**config.mk**
```make
export PLATFORM = sky130hd
export DESIGN_NAME = coin_dispenser
export DESIGN_NICKNAME = d
export VERILOG_FILES = /design/src/rtl/cvm_pkg.sv /design/src/rtl/pend_counter.sv /design/src/rtl/coin_dispenser.sv
export SDC_FILE = /design/constraint.sdc
export NUM_CORES = 1
export LEC_CHECK = 0
export BUFFER_PORTS_ARGS = -buffer_cell sky130_fd_sc_hd__buf_2
export CELL_PAD_IN_SITES_DETAIL_PLACEMENT = 1
export CELL_PAD_IN_SITES_GLOBAL_PLACEMENT = 1
export CORE_ASPECT_RATIO = 1.5
export CORE_MARGIN = 5
export CORE_UTILIZATION = 49
export DETAILED_ROUTE_END_ITERATION = 16
export PLACE_DENSITY = 0.79
export RECOVER_POWER = 25
export SYNTH_ARGS = -nofsm -noshare
export SYNTH_HDL_FRONTEND = slang
export SYNTH_SLANG_ARGS = --single-unit
export TNS_END_PERCENT = 10
```
**constraint.sdc**
```tcl
create_clock -name clk -period 4.8 [get_ports clk]
set_input_delay 0.72 -clock clk [delete_from_list [all_inputs] [get_ports clk]]
set_output_delay 0.72 -clock clk [all_outputs]
set_load 0.005 [all_outputs]
```
**src/rtl/cvm_pkg.sv**
```systemverilog
// Shared vending-machine types: dispenser FSM states, channel codes, coin values.
package cvm_pkg;

  typedef enum logic [2:0] {
    IDLE  = 3'd0,
    PULSE = 3'd1,
    GAP   = 3'd2,
    WAIT  = 3'd3,
    FAULT = 3'd4
  } disp_state_e;

  // Channel code doubles as the pending-counter index.
  typedef enum logic [1:0] {
    CH_P = 2'd0,
    CH_D = 2'd1,
    CH_N = 2'd2
  } chan_e;

  localparam int unsigned NICKEL_VAL  = 5;
  localparam int unsigned DIME_VAL    = 10;
  localparam int unsigned QUARTER_VAL = 25;
  localparam int unsigned PRICE_VAL   = 15;

  function automatic int unsigned max3(input int unsigned a, input int unsigned b,
                                       input int unsigned c);
    int unsigned m;
    m = (a > b) ? a : b;
    return (m > c) ? m : c;
  endfunction

endpackage

```
**src/rtl/pend_counter.sv**
```systemverilog
// Saturating per-channel pending-command counter; simultaneous inc/dec cancel.
module pend_counter #(
  parameter int unsigned CNT_W = 3
) (
  input  logic             clk,
  input  logic             rst,
  input  logic             inc,
  input  logic             dec,
  output logic [CNT_W-1:0] cnt,
  output logic             at_max
);

  assign at_max = (cnt == {CNT_W{1'b1}});

  always_ff @(posedge clk) begin
    if (rst) begin
      cnt <= '0;
    end else if (inc && !dec && !at_max) begin
      cnt <= cnt + CNT_W'(1);
    end else if (dec && !inc && (cnt != '0)) begin
      cnt <= cnt - CNT_W'(1);
    end
  end

endmodule

```
**src/rtl/coin_dispenser.sv**
```systemverilog
// Converts one-cycle dispense commands into spaced solenoid pulses.
// Optional chute-sensor confirmation when COIN_DISPENSE_SENSE_EN is defined.
module coin_dispenser
  import cvm_pkg::*;
#(
  parameter int unsigned PULSE_W = 4,
  parameter int unsigned GAP_W   = 2,
  parameter int unsigned CNT_W   = 3,
  parameter int unsigned TIMEOUT = 16
) (
  input  logic clk,
  input  logic rst,
  input  logic del_req,
  input  logic rn_req,
  input  logic rd_req,
  input  logic coin_seen,
  output logic p_sol,
  output logic n_sol,
  output logic d_sol,
  output logic busy,
  output logic ovf,
  output logic fault
);

  localparam int unsigned PH_MAX = max3(PULSE_W, GAP_W, TIMEOUT);
  localparam int unsigned PH_W   = $clog2(PH_MAX + 1);

  disp_state_e      state, state_nxt;
  chan_e            ch, ch_nxt;
  logic [PH_W-1:0]  phase, phase_nxt;
  logic [2:0]       inc, dec, at_max, nz, pend_nxt;
  logic [CNT_W-1:0] cnt [3];
  logic             p_nxt, n_nxt, d_nxt, busy_nxt, ovf_nxt;

  assign inc = {rn_req, rd_req, del_req};

  for (genvar i = 0; i < 3; i++) begin : g_cnt
    pend_counter #(.CNT_W(CNT_W)) u_cnt (
      .clk    (clk),
      .rst    (rst),
      .inc    (inc[i]),
      .dec    (dec[i]),
      .cnt    (cnt[i]),
      .at_max (at_max[i])
    );
    assign nz[i] = (cnt[i] != '0);
  end

  // State, channel, phase and output registers
  always_ff @(posedge clk) begin
    if (rst) begin
      state <= IDLE;
      ch    <= CH_P;
      phase <= '0;
      p_sol <= 1'b0;
      n_sol <= 1'b0;
      d_sol <= 1'b0;
      busy  <= 1'b0;
      ovf   <= 1'b0;
    end else begin
      state <= state_nxt;
      ch    <= ch_nxt;
      phase <= phase_nxt;
      p_sol <= p_nxt;
      n_sol <= n_nxt;
      d_sol <= d_nxt;
      busy  <= busy_nxt;
      ovf   <= ovf_nxt;
    end
  end

  // Next state; channel selection and counter decrement happen on IDLE exit
  always_comb begin
    state_nxt = state;
    ch_nxt    = ch;
    phase_nxt = phase;
    dec       = 3'b000;
    case (state)
      IDLE: begin
        if (nz != 3'b000) begin
          state_nxt = PULSE;
          phase_nxt = '0;
          if (nz[0]) begin
            ch_nxt = CH_P;
            dec[0] = 1'b1;
          end else if (nz[1]) begin
            ch_nxt = CH_D;
            dec[1] = 1'b1;
          end else begin
            ch_nxt = CH_N;
            dec[2] = 1'b1;
          end
        end
      end
      PULSE: begin
        if (phase == PH_W'(PULSE_W - 1)) begin
          state_nxt = GAP;
          phase_nxt = '0;
        end else begin
          phase_nxt = phase + PH_W'(1);
        end
      end
      GAP: begin
        if (phase == PH_W'(GAP_W - 1)) begin
`ifdef COIN_DISPENSE_SENSE_EN
          state_nxt = WAIT;
`else
          state_nxt = IDLE;
`endif
          phase_nxt = '0;
        end else begin
          phase_nxt = phase + PH_W'(1);
        end
      end
`ifdef COIN_DISPENSE_SENSE_EN
      WAIT: begin
        if (coin_seen) begin
          state_nxt = IDLE;
          phase_nxt = '0;
        end else if (phase == PH_W'(TIMEOUT - 1)) begin
          state_nxt = FAULT;
          phase_nxt = '0;
        end else begin
          phase_nxt = phase + PH_W'(1);
        end
      end
      FAULT: state_nxt = FAULT;
`endif
      default: begin
        state_nxt = IDLE;
        phase_nxt = '0;
      end
    endcase
  end

  // Output next-values are derived from next state so the solenoid rises with PULSE entry
  always_comb begin
    p_nxt    = 1'b0;
    n_nxt    = 1'b0;
    d_nxt    = 1'b0;
    pend_nxt = 3'b000;
    if (state_nxt == PULSE) begin
      p_nxt = (ch_nxt == CH_P);
      d_nxt = (ch_nxt == CH_D);
      n_nxt = (ch_nxt == CH_N);
    end
    for (int i = 0; i < 3; i++) begin
      pend_nxt[i] = (inc[i] && !dec[i]) ||
                    (nz[i] && !(dec[i] && !inc[i] && (cnt[i] == CNT_W'(1))));
    end
    busy_nxt = (state_nxt != IDLE) || (pend_nxt != 3'b000);
    ovf_nxt  = ovf || ((inc & at_max & ~dec) != 3'b000);
  end

`ifdef COIN_DISPENSE_SENSE_EN
  always_ff @(posedge clk) begin
    if (rst) begin
      fault <= 1'b0;
    end else begin
      fault <= (state_nxt == FAULT);
    end
  end
`else
  logic unused_sense;
  assign unused_sense = coin_seen;
  assign fault        = 1'b0;
`endif

endmodule
```
=== Word level (Yosys, flattened, before mapping) ===
Cells that the tools add are included.

* RAM bits: 0
* Flip-flop bits (word level): 24
* Bits of input ports: 6
* Output and inout port bits: 6
* Logic and storage cells: 108
* Memories: 0
* ROM bits: 0
* Bits in latches: 0

* Muxes and demuxes: 24
* Shifts and indexed selects: 0
* Equality and inequality tests: 14
* $mul: 0
* Bitwise gates (word level): 4
* Magnitude comparators: 0
* Reduce and logical (&&, ||, !) cells: 48
* Add/subtract/negate cells: 7
* Divide/modulo/power cells: 0

{| class="wikitable"
|+ Operator list
! kind !! count
|-
| 3-bit two-way mux || 11
|-
| 3-bit nonzero test || 7
|-
| 1-bit logical AND || 18
|-
| 3-bit by 1-bit equality test with 1-bit output (second input constant) || 5
|-
| 5-bit two-way mux || 3
|-
| 5-bit case mux with 3 select lines || 1
|-
| 1-bit logical NOT || 12
|-
| 2-bit two-way mux || 5
|-
| 3-bit by 1-bit adder with 3-bit output (second input constant) || 3
|-
| 3-bit equality test (second input constant) || 3
|-
| 3-bit case mux with 3 select lines || 1
|-
| 3-bit by 1-bit subtractor with 3-bit output (second input constant) || 3
|-
| 3-bit bitwise AND || 2
|-
| 2-bit nonzero test || 3
|-
| 5-bit by 1-bit adder with 5-bit output (second input constant) || 1
|-
| 5-bit by 1-bit equality test with 1-bit output (second input constant) || 1
|-
| 5-bit by 2-bit equality test with 1-bit output (second input constant) || 1
|-
| 1-bit logical OR || 5
|-
| 3-bit by 2-bit equality test with 1-bit output (second input constant) || 1
|-
| 3-bit logical NOT || 1
|-
| 1-bit two-way mux || 3
|-
| 3-bit NOT || 1
|-
| 2-bit by 1-bit equality test with 1-bit output (second input constant) || 1
|-
| 2-bit equality test (second input constant) || 1
|-
| other kinds (4) || 4
|}

=== Logic depth before layout (Yosys ltp) ===
* Depth after elaboration: 12
* Depth in mapped cells: 6
* Mapped depth without buffers: 6

=== Hierarchy ===
A second synthesis with hierarchy kept.

* Cell total of the unflattened synthesis: 198
* Area, all modules: 1697.9 um^2

{| class="wikitable"
|+ By module, submodules not included
! module !! sequential area each (um^2) !! cells an instance !! area an instance (um^2) !! instances
|-
| coin_dispenser || 300.3 || 99 || 902.1 || 1
|-
| pend_counter || 60.1 || 33 || 265.3 || 3
|}

=== Least setup slack after synthesis ===
Ideal clock, no wire load.

* Path kind: reg-to-reg
* Start: register g_cnt[0].u_cnt.cnt[1]
* End: register g_cnt[2].u_cnt.cnt[0]
* Setup slack: 2.993 ns
* Setup time: 0.121 ns
* Cell stages (with the launch flop): 7
* Arrival: 1.686 ns
* Period minus slack after synthesis: 1.807 ns
* Path buffers: 0
* Data required time: 4.679 ns
* Path through: dfxtp_1 -> inv_1 -> ha_1 -> nor4b_4 -> nand3b_4 -> mux2i_1 -> mux2_2

* Word-level cells in the longest chain between the ends: 8
* Elaborated cells between the ends (all ways): 12
* Those cells by class: 4 x mux; 8 x reduce/logical

{| class="wikitable"
|+ RTL lines
! what !! line !! text
|-
| start: declaration || pend_counter.sv:9 || <nowiki>output logic [CNT_W-1:0] cnt,</nowiki>
|-
| start signal: assignment || pend_counter.sv:19 || <nowiki>cnt <= cnt + CNT_W'(1);</nowiki>
|-
| start signal: assignment || pend_counter.sv:21 || <nowiki>cnt <= cnt - CNT_W'(1);</nowiki>
|-
| 3-bit nonzero test * || coin_dispenser.sv:46 || <nowiki>assign nz[i] = (cnt[i] != '0);</nowiki>
|-
| 3-bit nonzero test / 2-bit two-way mux (equally long branches) || coin_dispenser.sv:80, coin_dispenser.sv:83 ||
|-
| 3-bit two-way mux * || coin_dispenser.sv:80 || <nowiki>if (nz != 3'b000) begin</nowiki>
|-
| 3-bit two-way mux * || coin_dispenser.sv:78 || <nowiki>case (state)</nowiki>
|-
| 1-bit logical NOT || pend_counter.sv:18 || <nowiki>end else if (inc && !dec && !at_max) begin</nowiki>
|-
| 1-bit logical AND (2 in a row) || pend_counter.sv:18 ||
|-
| 3-bit two-way mux / 2-bit nonzero test (equally long branches) || - ||
|-
| end signal: assignment || pend_counter.sv:19 ||
|-
| end signal: assignment || pend_counter.sv:21 ||
|-
| end: declaration || pend_counter.sv:9 ||
|}

Mark *: on every way between the ends. The rest lies on a longest branch, timed or not.
A chain may end at the register's enable or synchronous reset.

=== Worst setup path after layout ===
Ends and elaborated chain as after synthesis.

==> metrics.md <==
| Metric | Value |
|---|---|
| Cell leakage power | 0.000740 uW |
| Via count | 1428 |
| Setup TNS | 0 ps |
| Vias in the first global route | 1584 |
| Post-synth EDFFs | 0 |
| Pre-CTS setup slack | 2660 ps |
| Detailed-router iteration count before antenna repair | 4 |
| 1st-iter DRT viols | 22 |
| CTS tree | done |
| Seq/Total Area, Yosys | 28.9% |
| Synth unique cells | 55 |
| Crit Path Class | register to register |
| Num CTS Buffers | 3 |
| Die X | 57.5 um |
| Post-synthesis compound-gate area fraction | 17.7% |
| Normalized max-slew margin | 46.6% |
| Critical Path Fanout Max | 8 |
| Yosys warning total | 0 |
| RSZ-0062 raised after global routing | no |
| Final setup violation count | 0 |
| Clk_lat worst skew | 270 ps |
| Multi-input logic area | 1060 um2 |
| GPL Wtd Cong | 0.809 |
| GRT Util Overall | 19.5% |
| Cells after synthesis | 185 |
| Worst Hold Class | register to register |
| Synthesized flop and latch total | 24 |
| DR vias/cell | 6.10 |
| Slew of the pin with the lowest slew margin | 791 ps |
| Period utilization | 45.4% |
| Worst r2r src | g_cnt[0].u_cnt.cnt[1] |
| First-pass GRT wire length | 7270 um |
| Most common cell in the netlist | dfxtp_1 |
| Setup Fix Bufs, Post-CTS | 0 |
| Pwr dens | 333 nW/um2 |
| Syn_area_per_cell | 8.97 um2 |
| Starting Density | 49.6% |
| Post-Synth Adder-Cell Area | 12.1% |
| Slew Limit Fails | 0 |
| Initial antenna violation count | 0 |
| Synth area leaders | dfxtp_1 29%, ha_1 12%, a31oi_1 3.8% |
| Hold path startpoint | phase[0] |
| Largest net degree at the start of global routing | 21 |
| Core area | 3350 um2 |
| Cell taking the most area after synthesis | dfxtp_1 |
| Io pins | 12 |
| Status | finished clean |
| Simple-Gate Fraction of Synth Area | 28.1% |
| Hold Crit Depth | 2 |
| Routed wire length per instance | 17.6 um |
| Die H | 81.3 um |
| Syn Std Cell Area | 1660 um2 |
| FF-to-FF End | g_cnt[2].u_cnt.cnt[0] |
| DR DRC count | 0 |
| Min Tclk post-route | 2180 ps |
| WP data arrival | 2350 ps |
| Detailed Route WL | 4120 um |
| Worst Skew | 5.76 ps |
| Share of cells above drive strength 1 | 11.5% |
| Max-Cap Viols | 0 |
| Synth Area in XOR/XNOR | 1.58% |
| Clock-pin slew on the worst setup and hold paths | 90 ps |
| Setup crit end kind | register |
| FF-to-FF path depth | 6 |
| CTS Sinks | 24 |
| Port Buf Inserts | 9 |
| # H-tree levels | 1 |
| CTS Buffer Depth | 2 |
| Worst setup slack after layout | 2620 ps |
| Diodes inserted | 0 |
| WP data required | 4970 ps |
| Flop2flop setup slack | 2620 ps |
| Most common library cells after synthesis | 24 x dfxtp_1, 16 x ha_1, 16 x inv_1, 12 x nor2_1 |
| VDD IR max | 0.185 mV |
| Cts hold-fix bufs | 0 |
| CTS root buffer | clkbuf_8 |
| Storage cell area | 480 um2 |
| DIE AREA | 4680 um2 |
| Startpoint Class | register |
| GRT overflow | 0 |
| Final ANT Viol Nets | 0 |
| Hold EP | phase[0] |
| Multiplexer share of the synthesized area | 3.99% |
| Fmax | 459 MHz |
| Ys async rst share | 0% |
| Post-CTS Resized | 0 |
| Largest family of logic cells by synthesized area | simple AND/OR/NAND/NOR gates |
| Final #Nets | 215 |
| Post-synth top area share | 28.9% |
| Row cnt | 26 |
| Dominant synthesized flop cell | dfxtp_1 |
| Area Overhead vs Synth | 6.33% |
| Final hold vios | 0 |
| Final HPWL from detailed placement | 3170 um |
| Fillers | 405 |
==> registers in the layout, indices dropped and copies added, names as in the netlist <==
signal / cells
busy: 1
g_cnt.u_cnt.cnt: 9
phase: 5
n_sol: 1
p_sol: 1
d_sol: 1
ch: 2
state: 3
ovf: 1
==> per-layer routing <==
metal	vias to the layer above	GRT usage (%)	part of all wire, %
li1	692	-	-
met1	711	21.6	41
met2	15	36.4	54
met3	10	2.38	1.7
met4	0	8.58	2.7
met5	-	0	0
==> area by class of cell <==
cell class                      count  area share, %
Multi-Input combinational cell    139           60.1
Sequential cell                    24           27.2
Inverter                           16           3.40
Tap cell                           42           2.98
Clock buffer                        3           2.34
Timing Repair Buffer                9           2.27
Clock inverter                      1           1.70
==> critical path, cell delays in order, from the launching register on <==
cell and delay [ps]:
dfxtp_1 350, inv_1 110, ha_1 270, nor4b_4 570, nand3b_4 210, mux2i_1 220
mux2_2 340
==> worst max-delay path by stage <==
| stage | from | to | slack [ps] | cells after the start |
|---|---|---|---|---|
| after floorplan | g_cnt[0].u_cnt.cnt[1] | g_cnt[2].u_cnt.cnt[0] | 2990 | 6 |
| final | g_cnt[0].u_cnt.cnt[1] | g_cnt[2].u_cnt.cnt[0] | 2620 | 6 |
| after detailed placement | g_cnt[0].u_cnt.cnt[1] | g_cnt[2].u_cnt.cnt[0] | 2660 | 6 |
| after global routing | g_cnt[0].u_cnt.cnt[1] | state[0] | 2350 | 6 |
| after CTS | g_cnt[0].u_cnt.cnt[1] | g_cnt[2].u_cnt.cnt[0] | 2620 | 6 |
| after global placement | g_cnt[0].u_cnt.cnt[1] | g_cnt[2].u_cnt.cnt[0] | 2750 | 6 |
==> cell usage in the layout (no fill, tap or decap), types with 2 or more instances in the layout <==
| cell | instances |
|---|---|
| nand3b_1 | 2 |
| ha_1 | 16 |
| clkbuf_1 | 4 |
| nor3_1 | 7 |
| o21ai_0 | 4 |
| o22ai_1 | 2 |
| and3_1 | 4 |
| mux2i_1 | 4 |
| or3_1 | 3 |
| nand3_1 | 7 |
| a31oi_1 | 10 |
| nand2_1 | 10 |
| buf_2 | 5 |
| clkbuf_8 | 3 |
| conb_1 | 2 |
| nor4b_1 | 2 |
| nor2_1 | 12 |
| nand4_1 | 2 |
| nor2b_1 | 2 |
| nand2b_1 | 5 |
| a21oi_1 | 3 |
| a41oi_1 | 2 |
| nor4_1 | 3 |
| a2111oi_0 | 2 |
| dfxtp_1 | 24 |
| inv_1 | 16 |
| xnor2_1 | 3 |
| a211oi_1 | 4 |
| o21a_1 | 3 |
==> where the power goes <==
group	switching (uW)	internal (uW)
clock network	70.0	112
logic	105	66.9
registers	19.7	215
==> logic make-up (layout without fill, tap and decap cells) <==
kind of cell    after synthesis  in the layout
flops                        24             24
mux                           6              6
other cells                   1              2
xor+xnor                      3              3
compound gates               40             40
simple gates                 72             72
fa+ha+maj                    16             16
buf+inv                      23             29
==> stage by stage <==
step / total power (uW) / hold WS (ps) / utilization [%] / cell area (um2) / cells
global route: 624 / 584 / 52.7 / 1770 / 234
detailed placement: 410 / 521 / 50.7 / 1700 / 230
global placement: 397 / 506 / 50.7 / 1700 / 230
floorplan: 366 / 478 / - / 1660 / 186
finish: 588 / 524 / 52.7 / 1770 / 234
CTS: 592 / 533 / 52.8 / 1770 / 234
No activity file was read; power rests on OpenSTA's default activity.
